--- src/rtl/xif_copro_issue_predecoder.sv ---
// XIF coprocessor issue predecoder: first-match offload table, registered issue response and an
// in-order commit scoreboard feeding dispatch. Optional statistics: XIF_COPRO_PRD_STATS_EN.

package xif_copro_issue_predecoder_pkg;

  typedef struct packed {
    logic       writeback;
    logic       loadstore;
    logic [1:0] use_gprs;
  } prd_rsp_t;

  typedef struct packed {
    logic [31:0] instr;
    logic [31:0] instr_mask;
    prd_rsp_t    prd_rsp;
  } offload_instr_t;

  // Entries 1 and 2 overlap on funct7=3/funct3=7 so priority is observable.
  localparam offload_instr_t OFFLOAD_INSTR_DEFAULT [3] = '{
    '{instr: 32'h0400_702B, instr_mask: 32'hFE00_707F,
      prd_rsp: '{writeback: 1'b0, loadstore: 1'b0, use_gprs: 2'b01}},
    '{instr: 32'h0600_702B, instr_mask: 32'hFE00_707F,
      prd_rsp: '{writeback: 1'b1, loadstore: 1'b0, use_gprs: 2'b11}},
    '{instr: 32'h0600_002B, instr_mask: 32'hFE00_007F,
      prd_rsp: '{writeback: 1'b1, loadstore: 1'b1, use_gprs: 2'b00}}
  };

endpackage

module xif_copro_issue_predecoder
  import xif_copro_issue_predecoder_pkg::*;
#(
  parameter int unsigned    NUM_INSTR                = 3,
  parameter offload_instr_t OFFLOAD_INSTR [NUM_INSTR] = OFFLOAD_INSTR_DEFAULT,
  parameter int unsigned    ID_WIDTH                 = 4,
  parameter int unsigned    SB_DEPTH                 = 4,
  parameter int unsigned    IDX_WIDTH                = (NUM_INSTR > 1) ? $clog2(NUM_INSTR) : 1
) (
  input  logic                 clk_i,
  input  logic                 rst_ni,
  input  logic                 issue_valid_i,
  output logic                 issue_ready_o,
  input  logic [31:0]          issue_instr_i,
  input  logic [ID_WIDTH-1:0]  issue_id_i,
  input  logic [1:0][31:0]     issue_rs_i,
  input  logic [1:0]           issue_rs_valid_i,
  output logic                 resp_valid_o,
  output logic [ID_WIDTH-1:0]  resp_id_o,
  output logic                 resp_accept_o,
  output logic                 resp_writeback_o,
  output logic                 resp_loadstore_o,
  input  logic                 commit_valid_i,
  input  logic [ID_WIDTH-1:0]  commit_id_i,
  input  logic                 commit_kill_i,
  output logic                 disp_valid_o,
  input  logic                 disp_ready_i,
  output logic [31:0]          disp_instr_o,
  output logic [ID_WIDTH-1:0]  disp_id_o,
  output logic [IDX_WIDTH-1:0] disp_idx_o,
  output logic [1:0][31:0]     disp_rs_o,
  output logic                 err_o,
  output logic [31:0]          stat_accept_o,
  output logic [31:0]          stat_reject_o,
  output logic [31:0]          stat_kill_o
);

  localparam int unsigned AddrW = $clog2(SB_DEPTH);
  localparam int unsigned PtrW  = AddrW + 1;

  typedef enum logic [1:0] {StPend, StCommit, StKill} sb_state_e;

  // Table match
  logic                 hit;
  logic [IDX_WIDTH-1:0] hit_idx;
  prd_rsp_t             hit_rsp;

  always_comb begin
    hit     = 1'b0;
    hit_idx = '0;
    hit_rsp = '0;
    for (int unsigned i = 0; i < NUM_INSTR; i++) begin
      if (!hit && ((issue_instr_i & OFFLOAD_INSTR[i].instr_mask) == OFFLOAD_INSTR[i].instr)) begin
        hit     = 1'b1;
        hit_idx = IDX_WIDTH'(i);
        hit_rsp = OFFLOAD_INSTR[i].prd_rsp;
      end
    end
  end

  // Scoreboard storage and pointers
  logic [31:0]          instr_q [SB_DEPTH];
  logic [31:0]          instr_d [SB_DEPTH];
  logic [ID_WIDTH-1:0]  id_q    [SB_DEPTH];
  logic [ID_WIDTH-1:0]  id_d    [SB_DEPTH];
  logic [IDX_WIDTH-1:0] idx_q   [SB_DEPTH];
  logic [IDX_WIDTH-1:0] idx_d   [SB_DEPTH];
  logic [1:0][31:0]     rs_q    [SB_DEPTH];
  logic [1:0][31:0]     rs_d    [SB_DEPTH];
  sb_state_e            state_q [SB_DEPTH];
  sb_state_e            state_d [SB_DEPTH];

  logic [PtrW-1:0] wr_ptr_q, wr_ptr_d;
  logic [PtrW-1:0] rd_ptr_q, rd_ptr_d;
  logic [PtrW-1:0] cm_ptr_q, cm_ptr_d;

  logic [AddrW-1:0] wr_addr, rd_addr, cm_addr;
  logic             full, empty, pend_any, ops_ready;
  logic             issue_hs, push, pop, kill_pop;
  logic             cm_match, cm_err;
  sb_state_e        head_st;

  assign wr_addr  = wr_ptr_q[AddrW-1:0];
  assign rd_addr  = rd_ptr_q[AddrW-1:0];
  assign cm_addr  = cm_ptr_q[AddrW-1:0];

  assign full     = (wr_ptr_q[AddrW] != rd_ptr_q[AddrW]) && (wr_addr == rd_addr);
  assign empty    = (wr_ptr_q == rd_ptr_q);
  assign pend_any = (cm_ptr_q != wr_ptr_q);

  // No hit leaves use_gprs at zero, so operands never stall an unmatched instruction.
  assign ops_ready     = &(~hit_rsp.use_gprs | issue_rs_valid_i);
  assign issue_ready_o = !full && (!hit || ops_ready);
  assign issue_hs      = issue_valid_i && issue_ready_o;
  assign push          = issue_hs && hit;

  assign head_st  = state_q[rd_addr];
  assign kill_pop = !empty && (head_st == StKill);
  assign pop      = kill_pop || (!empty && (head_st == StCommit) && disp_ready_i);

  assign cm_match = commit_valid_i && pend_any && (id_q[cm_addr] == commit_id_i);
  assign cm_err   = commit_valid_i && !cm_match;

  always_comb begin
    instr_d  = instr_q;
    id_d     = id_q;
    idx_d    = idx_q;
    rs_d     = rs_q;
    state_d  = state_q;
    wr_ptr_d = wr_ptr_q;
    rd_ptr_d = rd_ptr_q;
    cm_ptr_d = cm_ptr_q;
    if (push) begin
      instr_d[wr_addr] = issue_instr_i;
      id_d[wr_addr]    = issue_id_i;
      idx_d[wr_addr]   = hit_idx;
      for (int k = 0; k < 2; k++) begin
        rs_d[wr_addr][k] = hit_rsp.use_gprs[k] ? issue_rs_i[k] : 32'h0;
      end
      state_d[wr_addr] = StPend;
      wr_ptr_d         = wr_ptr_q + PtrW'(1);
    end
    // The committed slot is always pending, so it never aliases the slot being pushed.
    if (cm_match) begin
      state_d[cm_addr] = commit_kill_i ? StKill : StCommit;
      cm_ptr_d         = cm_ptr_q + PtrW'(1);
    end
    if (pop) begin
      rd_ptr_d = rd_ptr_q + PtrW'(1);
    end
  end

  always_ff @(posedge clk_i or negedge rst_ni) begin
    if (!rst_ni) begin
      instr_q  <= '{default: '0};
      id_q     <= '{default: '0};
      idx_q    <= '{default: '0};
      rs_q     <= '{default: '0};
      state_q  <= '{default: StPend};
      wr_ptr_q <= '0;
      rd_ptr_q <= '0;
      cm_ptr_q <= '0;
    end else begin
      instr_q  <= instr_d;
      id_q     <= id_d;
      idx_q    <= idx_d;
      rs_q     <= rs_d;
      state_q  <= state_d;
      wr_ptr_q <= wr_ptr_d;
      rd_ptr_q <= rd_ptr_d;
      cm_ptr_q <= cm_ptr_d;
    end
  end

  assign disp_valid_o = !empty && (head_st == StCommit);
  assign disp_instr_o = instr_q[rd_addr];
  assign disp_id_o    = id_q[rd_addr];
  assign disp_idx_o   = idx_q[rd_addr];
  assign disp_rs_o    = rs_q[rd_addr];

  // Issue response and sticky error
  logic                resp_valid_q, resp_valid_d;
  logic [ID_WIDTH-1:0] resp_id_q, resp_id_d;
  logic                resp_accept_q, resp_accept_d;
  logic                resp_wb_q, resp_wb_d;
  logic                resp_ls_q, resp_ls_d;
  logic                err_q, err_d;

  always_comb begin
    resp_valid_d  = issue_hs;
    resp_id_d     = resp_id_q;
    resp_accept_d = resp_accept_q;
    resp_wb_d     = resp_wb_q;
    resp_ls_d     = resp_ls_q;
    if (issue_hs) begin
      resp_id_d     = issue_id_i;
      resp_accept_d = hit;
      resp_wb_d     = hit && hit_rsp.writeback;
      resp_ls_d     = hit && hit_rsp.loadstore;
    end
    err_d = err_q || cm_err;
  end

  always_ff @(posedge clk_i or negedge rst_ni) begin
    if (!rst_ni) begin
      resp_valid_q  <= 1'b0;
      resp_id_q     <= '0;
      resp_accept_q <= 1'b0;
      resp_wb_q     <= 1'b0;
      resp_ls_q     <= 1'b0;
      err_q         <= 1'b0;
    end else begin
      resp_valid_q  <= resp_valid_d;
      resp_id_q     <= resp_id_d;
      resp_accept_q <= resp_accept_d;
      resp_wb_q     <= resp_wb_d;
      resp_ls_q     <= resp_ls_d;
      err_q         <= err_d;
    end
  end

  assign resp_valid_o     = resp_valid_q;
  assign resp_id_o        = resp_id_q;
  assign resp_accept_o    = resp_accept_q;
  assign resp_writeback_o = resp_wb_q;
  assign resp_loadstore_o = resp_ls_q;
  assign err_o            = err_q;

`ifdef XIF_COPRO_PRD_STATS_EN
  logic [31:0] stat_accept_q, stat_accept_d;
  logic [31:0] stat_reject_q, stat_reject_d;
  logic [31:0] stat_kill_q, stat_kill_d;

  always_comb begin
    stat_accept_d = stat_accept_q;
    stat_reject_d = stat_reject_q;
    stat_kill_d   = stat_kill_q;
    if (push && (stat_accept_q != '1)) begin
      stat_accept_d = stat_accept_q + 32'd1;
    end
    if (issue_hs && !hit && (stat_reject_q != '1)) begin
      stat_reject_d = stat_reject_q + 32'd1;
    end
    if (kill_pop && (stat_kill_q != '1)) begin
      stat_kill_d = stat_kill_q + 32'd1;
    end
  end

  always_ff @(posedge clk_i or negedge rst_ni) begin
    if (!rst_ni) begin
      stat_accept_q <= '0;
      stat_reject_q <= '0;
      stat_kill_q   <= '0;
    end else begin
      stat_accept_q <= stat_accept_d;
      stat_reject_q <= stat_reject_d;
      stat_kill_q   <= stat_kill_d;
    end
  end

  assign stat_accept_o = stat_accept_q;
  assign stat_reject_o = stat_reject_q;
  assign stat_kill_o   = stat_kill_q;
`else
  assign stat_accept_o = '0;
  assign stat_reject_o = '0;
  assign stat_kill_o   = '0;
`endif

endmodule

--- config.mk ---
export PLATFORM = sky130hd
export DESIGN_NAME = xif_copro_issue_predecoder
export DESIGN_NICKNAME = d
export VERILOG_FILES = /design/src/rtl/xif_copro_issue_predecoder.sv
export SDC_FILE = /design/constraint.sdc
export NUM_CORES = 1
export LEC_CHECK = 0
export ABC_AREA = 1
export CAP_MARGIN = 10
export CORE_UTILIZATION = 30
export DETAILED_ROUTE_END_ITERATION = 10
export PLACE_DENSITY_LB_ADDON = 0.1
export SLEW_MARGIN = 30
export SYNTH_ARGS = -nofsm -noshare
export SYNTH_HDL_FRONTEND = slang
export SYNTH_SLANG_ARGS = --single-unit
--- constraint.sdc ---
create_clock -name clk_i -period 5.5 [get_ports clk_i]
set_input_delay 1.1 -clock clk_i [delete_from_list [all_inputs] [get_ports clk_i]]
set_output_delay 1.1 -clock clk_i [all_outputs]
set_load 0.02 [all_outputs]
==> reports/results.ini, run 1 <==
[timing]
period_minus_slack_ps = 4504
hold_violations = 0
tightest_slew_ps = 927.2
maxSlewHeadroom = 0.3819
tns_ps = 0
setup_viol = 0
fmax_ghz = 0.2220
period_share = 0.8190
rsz0062_at_grt = false
drv_slew = 0
skew_ps = 16.06

[clocking]
post_cts_buffers = 0
htreeDepth = 2
clockRootBuffer = clkbuf_16
ctsResizeCount = 0
cts.reportedPaths.clkPinSlew_ps = 60
numCtsBuffers = 51
cts.path.max_buffers = 3
cts_sinks = 434
cts_tree = done
hold_buffers = 0
clk_latency_ps = 590

[synth]
ys_seq_elements = 434
synth_top_flop_cell = dfrtp_1
synth_enable_flop_cells = 0
yosysWarnings = 0
synth.most_common_cell = nand2_1
synthTopCellsByCount = 1087 x nand2_1, 434 x dfrtp_1, 303 x nor2_1
synth_cell_types = 32
synth.avg_cell_area_um2 = 7.782
yosysSeqAreaShare = 0.5256
synth_top_area_share = 0.5256
synth_area_um2 = 20660
synth_cells = 2655
yosys-top-cells-area = dfrtp_1 53%, nand2_1 20%, o21ai_0 5.7%, nor2_1 5.5%, buf_4 3.9%
synthArstFlopShare = 1.000
yosysTopAreaCell = dfrtp_1

[pwr]
p_int_mw = 7.029
p_comb_frac = 0.394
p_per_area_nw_per_um2 = 451.0
power_mw = 11.30
p_sw_mw = 4.271
power_leakage_nw = 13.09
p_sw_frac = 0.3779
power_frac_seq = 0.299
peakVddDrop_uv = 407.7
power.share.clock = 0.307

[routing]
vias = 17560
drc = 0
final_antenna_net_count = 0
drt-total-wl_mm = 68.28
routed_via_density = 4.709
drt_iter0_markers = 1427
wl_per_cell_um = 18.31
drt_pass1_iterations = 5

[global_route]
use_met1 = 0.2812
top_usage_layer = met2
grt_util_met3 = 0.03019
grt_pass1_wl_mm = 106.4
gr-total-overflow = 0
globalRouteTotalUtil = 0.1960
grt_pass1_vias = 17480
met2_usage = 0.3081
antenna_found_initial = 1
grt_max_degree = 203

[critical_path]
worstSetupEndpoint = disp_instr_o[22]
required_ps = 4400
arrival_ps = 3400
crit_path_max_fanout = 51
startpoint = rd_ptr_q[1]
crit_slowest_cell = dfrtp_4
r2r-end = rs_q[93]
cp-end-kind = output port
cp-start-kind = flip-flop
r2r_start = rd_ptr_q[1]
cpPeakStageDelay_ps = 710
worstPathCellList = inv_4 -> buf_4 -> o21ai_0 -> o22ai_1 -> clkdlybuf4s50_1
ff2ff_path_depth = 11
ff2ff_setup_slack_ps = 1710
critPathKind = flip-flop to output port

[cells_and_area]
nets = 2935
diodes = 0
area_growth_pct = 21.25
final_layout_size_suffix_gt1_frac = 0.05009

[hold_path]
min_path_cells = 1
hold_path_class = flip-flop to flip-flop

[floorplanning]
core_um2 = 67630
design.die.area_um2 = 69930
num_rows = 95
die_h_um = 264.4
die_w_um = 264.4
ioPinCount = 321
start_util = 0.3055

[outcome]
status = finished clean

[place]
io_buffers = 224
post-dp-hpwl_mm = 38.20
gp_congestion = 0.7537

[job]
maxCapViolCount = 0

==> cell families after synthesis <==
| family | Yosys count | synth area share |
|---|---|---|
| and+or+nand+nor | 1455 | 0.2733 |
| DFF | 434 | 0.5256 |
| buffers and inverters | 381 | 0.09646 |
| AOI/OAI and AO/OA | 363 | 0.09392 |
| xor gates and xnor gates | 12 | 0.005087 |
| adders and majority gates | 9 | 0.005450 |
| other | 1 | 0.0001815 |
==> critical path, delay by kind of cell, from the launching register on <==
family / cells / cell delay (ps)
buf+inv: 3 / 1690
flops: 1 / 710
compound gates: 2 / 390
==> registers in the layout (all words and copies together) (netlist names), 3 cells and up <==
register and flops:
rs_q 256, instr_q 128, id_q 16, idx_q 8, state_q 8, resp_id_o 4, cm_ptr_q 3, rd_ptr_q 3
wr_ptr_q 3
==> layout by cell type (no fill, tap or decap), types with 30 or more instances in the layout <==
cell type,netlist,routed
nand2_1,1087,1086
dfrtp_1,434,432
nor2_1,303,303
o21ai_0,236,236
clkdlybuf4s50_1,0,223
inv_1,122,121
conb_1,1,96
o22ai_1,94,94
clkbuf_16,0,53
a21oi_1,30,30
==> worst min-delay path by stage <==
stage / from / endpoint / slack (ps)
global placement: instr_q[67] / instr_q[67] / 440
floorplan: instr_q[32] / instr_q[32] / 430
global route: instr_q[58] / instr_q[58] / 480
CTS: err_o / err_o / 460
detailed placement: err_o / err_o / 440
finish: err_o / err_o / 450
==> stage by stage <==
stage,area [µm²],hold WS [ps],setup slack (ps),util,instances
2_1_floorplan,21020,427.8,2601,-,2750
3_5_place_dp,23300,443.5,1110,0.3446,3633
3_3_place_gp,23300,442.1,1089,0.3445,3633
4_1_cts,25030,456.0,911.5,0.3700,3727
5_1_grt,25050,476.1,844.3,0.3704,3728
6_report,25050,454.8,995.8,0.3704,3728
==> final cells by class <==
class,count,area [µm²]
Sequential cell,434,10870
Fill cell,7038,42580
Inverter,129,501.7
Timing Repair Buffer,263,2701
Clock inverter,12,137.6
Clock buffer,82,1585
Multi-Input combinational cell,1935,8168
Tap cell,873,1092
==> per-layer routing <==
layer / vias up / share of wire / wire length [µm]
met2: 494 / 0.45 / 31020
met4: 2 / 0.020 / 1362
met3: 92 / 0.052 / 3526
met1: 8555 / 0.47 / 32350
li1: 8412 / - / -
met5: - / 0.00013 / 9
==> power groups by stage <==
stage | combinational, mW | sequential, mW | clock (mW)
2_1_floorplan | 2.45 | 3.36 | 0
3_3_place_gp | 4.50 | 3.43 | 0
3_5_place_dp | 4.48 | 3.43 | 0
4_1_cts | 4.50 | 3.37 | 3.58
5_1_grt | 4.80 | 3.39 | 3.71
6_report | 4.45 | 3.37 | 3.47
Note: power is estimated with default switching activity, not from simulation.
==> run 2: changes to the inputs <==
- clock period: 5.5 -> 3.75 ns (I/O delays scaled with it)
==> run 2 against run 1 <==
Against the previous run: final cell count increased by 0.78%; combinational power increased by 52%; register-to-register slack got worse by 1100 ps; flip-flop and latch count unchanged; first-iteration DRC count decreased by 26%; clock-buffer cell count unchanged.
==> reports/results.ini, run 2 (synthesis gave the netlist of run 1 again) <==
[outcome]
status = finished clean

[clocking]
htreeDepth = 2  ; unchanged
clockRootBuffer = clkbuf_16
cts.reportedPaths.clkPinSlew_ps = 60  ; about the same
cts_tree = done
clk_latency_ps = 590  ; about the same
cts.path.max_buffers = 3  ; unchanged
cts_sinks = 434  ; unchanged
numCtsBuffers = 52  ; +2.0%

[pwr]
p_int_mw = 10.15  ; +44%
p_sw_mw = 6.275  ; +47%
power_mw = 16.42  ; +45%
peakVddDrop_uv = 409.9  ; +0.54%
p_per_area_nw_per_um2 = 647.9  ; +44%
power_leakage_nw = 13.25  ; +1.3%
p_sw_frac = 0.3821  ; +0.004183
p_comb_frac = 0.412  ; +0.018
power_frac_seq = 0.297  ; -0.002
power.share.clock = 0.291  ; -0.016

[routing]
wl_per_cell_um = 18.19  ; -0.66%
vias = 17590  ; +0.20%
final_antenna_net_count = 0  ; unchanged
drc = 0  ; unchanged
drt-total-wl_mm = 68.35  ; +0.11%
drt_pass1_iterations = 5  ; unchanged
routed_via_density = 4.682  ; -0.57%
drt_iter0_markers = 1058  ; -26%

[timing]
maxSlewHeadroom = 0.5628  ; +0.1809
tns_ps = 0  ; unchanged
worst_slack_ps = 86.76  ; -909.0 ps
period_share = 0.9769
period_minus_slack_ps = 3663
rsz0062_at_grt = false
drv_slew = 0  ; unchanged
tightest_slew_ps = 655.8  ; -271.4 ps
hold_violations = 0  ; unchanged
fmax_ghz = 0.2730
skew_ps = 11.70  ; -4.357 ps
setup_viol = 0  ; unchanged

[global_route]
globalRouteTotalUtil = 0.1945  ; -0.001502
grt_pass1_wl_mm = 105.7  ; -0.69%
grt_pass1_vias = 17620  ; +0.76%
grt_max_degree = 100  ; -51%
gr-total-overflow = 0  ; unchanged
antenna_found_initial = 0  ; -1

[cells_and_area]
design_area_um2 = 25340  ; +1.2%
top_register = rs_q
fill_cells = 7035  ; -0.043%
final_util = 0.3747  ; +0.004291
area_growth_pct = 22.66
mostFrequentLayoutCells = 1086 x nand2_1, 432 x dfrtp_1, 303 x nor2_1
final_layout_size_suffix_gt1_frac = 0.05966  ; +0.009573
largest_reg_flops = 256  ; unchanged
reg.largest.list = rs_q (256), instr_q (128), id_q (16)
final_common_cell = nand2_1
nets = 2966  ; +1.1%

[floorplanning]
design.die.area_um2 = 69930  ; unchanged
die_h_um = 264.4  ; unchanged
core_um2 = 67630  ; unchanged
ioPinCount = 321  ; unchanged
die_w_um = 264.4  ; unchanged
num_rows = 95  ; unchanged
start_util = 0.3055  ; unchanged

[critical_path]
critPathKind = flip-flop to output port
r2r_start = rd_ptr_q[0]
r2r-end = rs_q[253]
arrival_ps = 2910  ; -490 ps
cp-end-kind = output port
crit_path_max_fanout = 60  ; +18%
worstSetupEndpoint = disp_instr_o[12]
startpoint = rd_ptr_q[0]
ff2ff_path_depth = 11  ; unchanged
ff2ff_setup_slack_ps = 630  ; -1080 ps
cp-start-kind = flip-flop
required_ps = 3000  ; -1400 ps

[job]
maxCapViolCount = 0  ; unchanged

[place]
io_buffers = 224  ; unchanged
post-dp-hpwl_mm = 39.91  ; +4.5%
gp_congestion = 0.7767  ; +3.1%
placedInstanceArea_um2 = 23660  ; +1.5%
pre_cts_ws_ps = 353.4  ; -756.3 ps

[hold_path]
hold_path_class = primary input to asynchronous set/reset pin

==> run 2: timing repair <==
action	4_1_cts	5_1_grt
gates resized for setup	5	8
cloned	0	0
endpoints found under the setup margin	4	10
hold buffers	0	0
setup buffers	0	0
==> run 2: cell type report <==
| cell class | instances | area [µm²] | area share |
|---|---|---|---|
| multi-input cells | 1935 | 8194 | 0.3233 |
| diodes | 1 | 2.502 | 0.00009874 |
| repair buffers | 293 | 3085 | 0.1217 |
| clock inverters | 10 | 52.55 | 0.002073 |
| inverters | 129 | 504.2 | 0.01990 |
| flip-flops and latches | 434 | 10870 | 0.4288 |
| clock buffers | 82 | 1545 | 0.06097 |
| well taps | 873 | 1092 | 0.04310 |
==> run 2: worst min-delay path by stage <==
stage,startpoint,end,slack [ps],cells past startpoint
6_report,rst_ni,instr_q[10],80,1
5_1_grt,rst_ni,instr_q[10],90,1
4_1_cts,rst_ni,instr_q[11],250,1
3_5_place_dp,instr_q[58],instr_q[58],450,1
3_3_place_gp,instr_q[69],instr_q[69],440,1
2_1_floorplan,instr_q[32],instr_q[32],430,1
==> run 2: critical path, stage by stage, from the launching register on <==
cell and delay [ps]:
dfrtp_4 460, buf_12 330, buf_4 370, o21ai_0 140
o22ai_1 340, clkdlybuf4s50_1 680
==> run 2: metal layers <==
layer | vias up | wire, µm | track usage
met4 | 0 | 1307 | 0.04683
met2 | 444 | 31820 | 0.3165
met1 | 8573 | 32140 | 0.2711
met3 | 90 | 3091 | 0.02898
met5 | - | 0 | 0
li1 | 8483 | - | -
==> run 2: stage by stage <==
step / hold slack (ps) / instances
global placement: 440.8 / 3663
floorplan: 427.8 / 2750
CTS: 248.3 / 3755
detailed placement: 445.7 / 3663
finish: 79.41 / 3757
global route: 88.42 / 3756
==> run 2: power groups by stage <==
stage	clock network, mW	registers [mW]	logic (mW)
floorplan	0	4.93	3.60
global placement	0	4.96	6.81
detailed placement	0	4.96	6.78
CTS	4.94	4.87	6.82
global route	5.11	4.89	7.29
finish	4.78	4.87	6.76
